### config.mk
export PLATFORM = sky130hd
export DESIGN_NAME = capi_cmd_arbiter
export DESIGN_NICKNAME = d
export VERILOG_FILES = /design/src/rtl/capi_cmd_arbiter_pkg.sv /design/src/rtl/capi_tag_pool.sv /design/src/rtl/capi_cmd_arbiter.sv
export SDC_FILE = /design/constraint.sdc
export NUM_CORES = 1
export LEC_CHECK = 0
export BUFFER_PORTS_ARGS = -buffer_cell sky130_fd_sc_hd__buf_2
export CORE_AREA = 2 2 221 223
export DETAILED_ROUTE_END_ITERATION = 8
export DIE_AREA = 0 0 223 225
export REMOVE_ABC_BUFFERS = 1
export SYNTH_ARGS = -nofsm -noshare
export SYNTH_HDL_FRONTEND = slang
export SYNTH_SLANG_ARGS = --single-unit
### constraint.sdc
create_clock -name clock -period 6.5 [get_ports clock]
set_input_delay 0.325 -clock clock [delete_from_list [all_inputs] [get_ports clock]]
set_output_delay 0.325 -clock clock [all_outputs]
set_load 0.005 [all_outputs]
### src/rtl/capi_cmd_arbiter_pkg.sv
// Shared PSL command/response types and helpers for the CAPI command arbiter.
package capi_cmd_arbiter_pkg;

  typedef enum logic [12:0] {
    READ_CL_NA = 13'h0A00,
    READ_CL_S  = 13'h0A50,
    READ_CL_M  = 13'h0A60,
    READ_PNA   = 13'h0E00,
    WRITE_NA   = 13'h0D00,
    WRITE_MI   = 13'h0D60,
    TOUCH_I    = 13'h0240
  } afu_command_t;

  typedef logic [63:0] pointer_t;

  typedef struct packed {
    logic [7:0] room;
  } CommandInterfaceInput;

  typedef struct packed {
    logic         valid;
    logic [7:0]   tag;
    logic         tag_parity;
    afu_command_t command;
    logic         command_parity;
    logic [2:0]   abt;
    pointer_t     address;
    logic         address_parity;
    logic [15:0]  context_handle;
    logic [11:0]  size;
  } CommandInterfaceOutput;

  typedef struct packed {
    logic              valid;
    logic [7:0]        tag;
    logic              tag_parity;
    logic [7:0]        response;
    logic signed [8:0] credits;
  } ResponseInterface;

  localparam logic [2:0] ABT_STRICT = 3'b000;

  // Zero-extension does not change the XOR, so one width serves every field.
  function automatic logic odd_parity(input logic [63:0] data);
    return ~^data;
  endfunction

endpackage

### src/rtl/capi_tag_pool.sv
// Outstanding-tag pool: free bitmap, lowest-free allocation, owner table and busy lookup.
module capi_tag_pool #(
  parameter int unsigned N_TAGS = 32,
  parameter int unsigned CH_W   = 2
) (
  input  logic            clock,
  input  logic            reset_n,
  input  logic            alloc,
  input  logic [CH_W-1:0] alloc_owner,
  output logic [7:0]      alloc_tag,
  output logic            free_avail,
  input  logic            release_en,
  input  logic [7:0]      release_tag,
  input  logic [7:0]      lookup_tag,
  output logic            lookup_busy,
  output logic [CH_W-1:0] lookup_owner,
  output logic            any_busy
);

  logic [N_TAGS-1:0] busy_q, busy_d;
  logic [CH_W-1:0]   owner_q [N_TAGS];

  always_comb begin
    alloc_tag  = '0;
    free_avail = 1'b0;
    for (int i = 0; i < N_TAGS; i++) begin
      if (!busy_q[i] && !free_avail) begin
        alloc_tag  = 8'(i);
        free_avail = 1'b1;
      end
    end
  end

  // Tags at or above N_TAGS never match, so they read back as not busy.
  always_comb begin
    lookup_busy  = 1'b0;
    lookup_owner = '0;
    for (int i = 0; i < N_TAGS; i++) begin
      if (lookup_tag == 8'(i)) begin
        lookup_busy  = busy_q[i];
        lookup_owner = owner_q[i];
      end
    end
  end

  always_comb begin
    busy_d = busy_q;
    for (int i = 0; i < N_TAGS; i++) begin
      if (release_en && release_tag == 8'(i)) busy_d[i] = 1'b0;
      if (alloc && alloc_tag == 8'(i))        busy_d[i] = 1'b1;
    end
  end

  assign any_busy = |busy_q;

  always_ff @(posedge clock or negedge reset_n) begin
    if (!reset_n) busy_q <= '0;
    else          busy_q <= busy_d;
  end

  always_ff @(posedge clock) begin
    for (int i = 0; i < N_TAGS; i++) begin
      if (alloc && alloc_tag == 8'(i)) owner_q[i] <= alloc_owner;
    end
  end

endmodule

### src/rtl/capi_cmd_arbiter.sv
// Round-robin PSL command issuer: grants AFU channels, allocates tags, tracks credits,
// and routes PSL responses back to the channel that owns each tag.
module capi_cmd_arbiter import capi_cmd_arbiter_pkg::*; #(
  parameter int unsigned N_CHANNELS = 4,
  parameter int unsigned N_TAGS     = 32,
  parameter int unsigned CH_W       = (N_CHANNELS > 1) ? $clog2(N_CHANNELS) : 1
) (
  input  logic                     clock,
  input  logic                     reset_n,
  input  logic [N_CHANNELS-1:0]    req_valid,
  output logic [N_CHANNELS-1:0]    req_ready,
  input  logic [N_CHANNELS*13-1:0] req_command,
  input  logic [N_CHANNELS*64-1:0] req_address,
  input  logic [N_CHANNELS*12-1:0] req_size,
  input  logic [15:0]              ctx_handle,
  input  CommandInterfaceInput     cmd_in,
  output CommandInterfaceOutput    cmd_out,
  input  ResponseInterface         rsp_in,
  output logic [N_CHANNELS-1:0]    rsp_valid,
  output logic [7:0]               rsp_tag,
  output logic [7:0]               rsp_code,
  input  logic                     drain,
  output logic                     idle,
  output logic [7:0]               credits,
  output logic                     tag_error
);

  localparam logic [0:0] StLoad = 1'b0;
  localparam logic [0:0] StRun  = 1'b1;

  logic [0:0]            state_q, state_d;
  logic [7:0]            credits_q, credits_d;
  logic [CH_W-1:0]       ptr_q, ptr_d, ptr_inc, win, lookup_owner;
  CommandInterfaceOutput cmd_q, cmd_d;
  logic [N_CHANNELS-1:0] rsp_valid_q, rsp_valid_d, rot;
  logic [7:0]            rsp_tag_q, rsp_code_q, alloc_tag;
  logic                  tag_error_q, found, grant, free_avail, lookup_busy, any_busy, rsp_ok;
  logic [12:0]           sel_cmd;
  logic [63:0]           sel_addr;
  logic [11:0]           sel_size;

  capi_tag_pool #(
    .N_TAGS (N_TAGS),
    .CH_W   (CH_W)
  ) u_tag_pool (
    .clock        (clock),
    .reset_n      (reset_n),
    .alloc        (grant),
    .alloc_owner  (win),
    .alloc_tag    (alloc_tag),
    .free_avail   (free_avail),
    .release_en   (rsp_ok),
    .release_tag  (rsp_in.tag),
    .lookup_tag   (rsp_in.tag),
    .lookup_busy  (lookup_busy),
    .lookup_owner (lookup_owner),
    .any_busy     (any_busy)
  );

  // Rotate so bit 0 is the channel at the round-robin pointer.
  assign rot = N_CHANNELS'({req_valid, req_valid} >> ptr_q);

  always_comb begin
    int unsigned s;
    int unsigned n;
    found = 1'b0;
    win   = '0;
    s     = 0;
    for (int k = 0; k < N_CHANNELS; k++) begin
      if (!found && rot[k]) begin
        found = 1'b1;
        s     = 32'(ptr_q) + 32'(k);
        if (s >= N_CHANNELS) s = s - N_CHANNELS;
        win = CH_W'(s);
      end
    end
    n = 32'(win) + 1;
    if (n >= N_CHANNELS) n = 0;
    ptr_inc = CH_W'(n);
  end

  assign grant = found && (state_q == StRun) && !drain && (credits_q != 8'd0) && free_avail;
  assign ptr_d = grant ? ptr_inc : ptr_q;

  always_comb begin
    req_ready = '0;
    sel_cmd   = '0;
    sel_addr  = '0;
    sel_size  = '0;
    for (int i = 0; i < N_CHANNELS; i++) begin
      if (win == CH_W'(i)) begin
        req_ready[i] = grant;
        sel_cmd      = req_command[i*13 +: 13];
        sel_addr     = req_address[i*64 +: 64];
        sel_size     = req_size[i*12 +: 12];
      end
    end
  end

  always_comb begin
    cmd_d = '0;
    if (grant) begin
      cmd_d.valid          = 1'b1;
      cmd_d.tag            = alloc_tag;
      cmd_d.tag_parity     = odd_parity(64'(alloc_tag));
      cmd_d.command        = afu_command_t'(sel_cmd);
      cmd_d.command_parity = odd_parity(64'(sel_cmd));
      cmd_d.abt            = ABT_STRICT;
      cmd_d.address        = sel_addr;
      cmd_d.address_parity = odd_parity(sel_addr);
      cmd_d.context_handle = ctx_handle;
      cmd_d.size           = sel_size;
    end
  end

  assign rsp_ok = rsp_in.valid && lookup_busy &&
                  (rsp_in.tag_parity == odd_parity(64'(rsp_in.tag)));

  always_comb begin
    for (int i = 0; i < N_CHANNELS; i++) begin
      rsp_valid_d[i] = rsp_ok && (lookup_owner == CH_W'(i));
    end
  end

  // Credits move by -grant plus the signed PSL return; clamp to the 8-bit counter range.
  always_comb begin
    int c;
    state_d   = state_q;
    credits_d = credits_q;
    c         = int'(credits_q) - (grant ? 1 : 0) +
                (rsp_in.valid ? int'($signed(rsp_in.credits)) : 0);
    if (c < 0)   c = 0;
    if (c > 255) c = 255;
    if (state_q == StLoad) begin
      state_d   = StRun;
      credits_d = cmd_in.room;
    end else begin
      credits_d = 8'(c);
    end
  end

  always_ff @(posedge clock or negedge reset_n) begin
    if (!reset_n) begin
      state_q     <= StLoad;
      credits_q   <= '0;
      ptr_q       <= '0;
      cmd_q       <= '0;
      rsp_valid_q <= '0;
      rsp_tag_q   <= '0;
      rsp_code_q  <= '0;
      tag_error_q <= 1'b0;
    end else begin
      state_q     <= state_d;
      credits_q   <= credits_d;
      ptr_q       <= ptr_d;
      cmd_q       <= cmd_d;
      rsp_valid_q <= rsp_valid_d;
      if (rsp_ok) begin
        rsp_tag_q  <= rsp_in.tag;
        rsp_code_q <= rsp_in.response;
      end
      if (rsp_in.valid && !rsp_ok) tag_error_q <= 1'b1;
    end
  end

  assign cmd_out   = cmd_q;
  assign rsp_valid = rsp_valid_q;
  assign rsp_tag   = rsp_tag_q;
  assign rsp_code  = rsp_code_q;
  assign credits   = credits_q;
  assign tag_error = tag_error_q;
  assign idle      = drain && (state_q == StRun) && !any_busy;

endmodule

==> reports/results.ini <==
[sta]
tightest_slew_ns = 1.06
finalHoldViolations = 0
rsz0062_at_grt = no
period_share_pct = 91.8
slew_headroom_pct = 28.7
holdWs_ns = 0.0414
fin_crit_ns = 5.97
fmax_ghz = 0.168
layout_setup_ws_ns = 0.534
finalClockSkew_ns = 0.0288
setup_viol = 0
slew_viol_final = 0

[finish]
syn2layout_area_growth_pct = 30.4
stdcell_count = 2885
final_core_util_pct = 41.6
nets = 2697
drive_above_1_share_pct = 29.9

[worst_setup_path]
crit-reg2reg-capture = credits[1]
critical_path_class = reg -> reg
reg2reg_depth = 25
r2r_slack_ns = 0.53
start_kind = register
crit_path_max_fanout = 8
required_ns = 6.95
reg2reg_from = u_tag_pool.busy_q[0]
cp-end-kind = register
crit_arrival_ns = 6.41

[grt]
grt_util_met2_pct = 39.7
grt_pass1_wl_um = 89300
met1_usage_pct = 28.2
antenna_found_initial = 6
track_usage_pct = 23.0
grt_max_degree = 144
gr-usage-met3_pct = 4.56
grt.overflow.total = 0
top_usage_layer = met2
grt_pass1_vias = 15100

[clocking]
cts_buffers = 30
clock_path_buffers = 3
root_buffer = clkbuf_16
worst_skew_pair.late_latency_ns = 0.59
post-cts-setup-buffers = 0
cts.clk_slew.worst_paths_ns = 0.06
htreeDepth = 1
cts_tree = done
numClockSinks = 242

[synthesis]
ys.flop_type = dfrtp_1
synth_edf_count = 64
async_reset_ff_share_pct = 73.6
ys_seq_area_share_pct = 42.0
syn_area_um2 = 15200
synth.ff_latch_count = 242
synthDistinctLibCells = 74
syn-mean-instance-area_um2 = 8.87
synthCells = 1710
yosys_warnings = 0

[worst_hold_path]
whs_path_depth = 3
min_to = cmd_out[98]
worstHoldStart = req_command[40]
min_path_type = in -> reg

[drt]
wirelength_um = 60100
firstDrtPassIters = 5
num_vias = 15200
dr.first_iter.drc_count = 1011
ant_nets = 0
wl_per_cell_um = 20.8
drcViolationCount = 0
viasPerCell = 5.26

[placed_design]
numPortBuffers = 561
gp_congestion = 0.991
pre_cts_ws_ns = 0.191
place_hpwl_um = 45600
dp.cells = 2785

[outcome]
status = finished clean

[power]
p_clk_share_pct = 20.2
leakage_nw = 9.42
p_comb_share_pct = 57.3
pwr-share-seq_pct = 22.6
switchingPower_mw = 3.44
p_sw_share_pct = 39.7
ir_drop_mv = 0.756
powerDensity_nw_per_um2 = 439
p_int_mw = 5.23

[floorplanning]
io_pins = 568
die_area_um2 = 50200
core.rowCount = 80
die_w_um = 223
core_area_um2 = 47500
start_util_pct = 31.9
die_h_um = 225

[job]
max_cap_violations = 0

## per-stage QoR
| stage | TNS [ns] | power (mW) | instance area [um2] |
|---|---|---|---|
| final | 0 | 8.68 | 19800 |
| after floorplan | -10.74 | 5.57 | 14500 |
| after detailed placement | 0 | 6.99 | 18400 |
| after global placement | 0 | 6.94 | 18400 |
| after CTS | 0 | 8.80 | 19800 |
| after global routing | 0 | 9.24 | 19800 |
## synth_stat cells (all sizes together), types with 42 or more instances
master  instances  area share (%)
a21o           54             2.7
a21oi         160             5.3
buf            91             3.6
dfrtp         178              29
edfxtp         64              13
inv            73             1.8
nand2         189             4.7
nand2b         42             1.7
nor2          180             4.5
nor2b          42             1.7
o21ai         100             3.3
xnor2          72             4.2
## state kept, by name, summed over array words and instances (netlist names)
name and count:
tag_error 1, cmd_out 114, credits 8, rsp_valid 4, ptr_q 2, u_tag_pool.owner_q 64
state_q 1, rsp_tag 8, rsp_code 8, u_tag_pool.busy_q 32
## cells in the final DEF (no fill, tap or decap), types with 9 or more instances in the layout
cell             n
a21o_1          54
a21oi_1        159
a221oi_1        20
a22oi_1         26
and2_1          31
and3_1          41
and4_1          10
buf_2          560
buf_4           22
clkbuf_16       30
dfrtp_1        178
dlygate4sd3_1   38
edfxtp_1        64
fa_1             9
ha_1            29
inv_1           73
nand2_1        187
nand2b_1        41
nand3_1         31
nand4_1         31
nor2_1         180
nor2b_1         42
nor3_1          18
nor4_1          12
o21ai_0         94
o221ai_1        16
o221ai_2        18
o22ai_1         13
o31a_1           9
xnor2_1         71
xor2_1          14
## repair_timing
action,in CTS,in global routing
hold buffers,38,0
hold endpoints to repair,85,0
gates resized for setup,0,3
endpoints found under the setup margin,0,8
## layout make-up
| type | count | area [um2] |
|---|---|---|
| inverter | 74 | 278 |
| clock buffer | 32 | 758 |
| fill | 4729 | 27800 |
| antenna | 6 | 15.0 |
| clock inverter | 24 | 267 |
| tap | 615 | 769 |
| sequential | 242 | 6380 |
| timing repair buffer | 622 | 3380 |
| multi-input combinational | 1270 | 7940 |
## critical path, stage by stage (launching register included)
cell and delay (ns):
dfrtp_1 0.43, and4_1 0.24, nand3_1 0.16, nor3_1 0.24, and3_1 0.25, and3_1 0.24
a221o_4 0.18, inv_1 0.06, ha_1 0.20, ha_1 0.32, inv_1 0.05, ha_1 0.29
a21o_1 0.19, a21oi_1 0.23, o21ai_0 0.14, a21oi_1 0.27, nor2b_1 0.08, o21a_1 0.18
o21a_1 0.19, o21ai_1 0.28, nand2_1 0.11, fa_1 0.44, nor4b_1 0.34, o2111ai_1 0.20
a31oi_2 0.39, a21oi_1 0.13
## cells by family (layout without fill, tap and decap cells)
kind of cell             after synthesis  after routing  synth area share, %
AND/OR/NAND/NOR                      650            650                 20.7
AO/OA/AOI/OAI                        472            472                 20.7
flip-flops                           242            242                 42.0
buffers and inverters                203            752                 6.39
XOR/XNOR                              89             89                 5.46
adder cells (fa/ha/maj)               43             43                 3.99
multiplexers                           9              9                0.660
other                                  2             13               0.0495
## worst max-delay path by stage
| stage | startpoint | to | cells past startpoint |
|---|---|---|---|
| after floorplan | u_tag_pool.busy_q[16] | credits[0] | 23 |
| after global placement | u_tag_pool.busy_q[16] | credits[6] | 23 |
| after detailed placement | u_tag_pool.busy_q[16] | credits[1] | 23 |
| after CTS | u_tag_pool.busy_q[16] | credits[1] | 23 |
| after global routing | u_tag_pool.busy_q[3] | credits[6] | 25 |
| final | u_tag_pool.busy_q[0] | credits[1] | 25 |
## power groups by stage
stage | clock [mW] | sequential [mW] | combinational [mW]
4_1_cts | 1.80 | 1.96 | 5.04
2_1_floorplan | 0 | 1.98 | 3.59
3_3_place_gp | 0 | 1.97 | 4.97
3_5_place_dp | 0 | 1.98 | 5.01
6_report | 1.75 | 1.96 | 4.97
5_1_grt | 1.86 | 1.98 | 5.39
## routing by layer
metal | share of wire, % | wire, um
met1 | 40 | 23800
met3 | 7.0 | 4190
met2 | 49 | 29500
met5 | 0 | 0
met4 | 4.4 | 2630
Power figures use the tool's default switching activity.
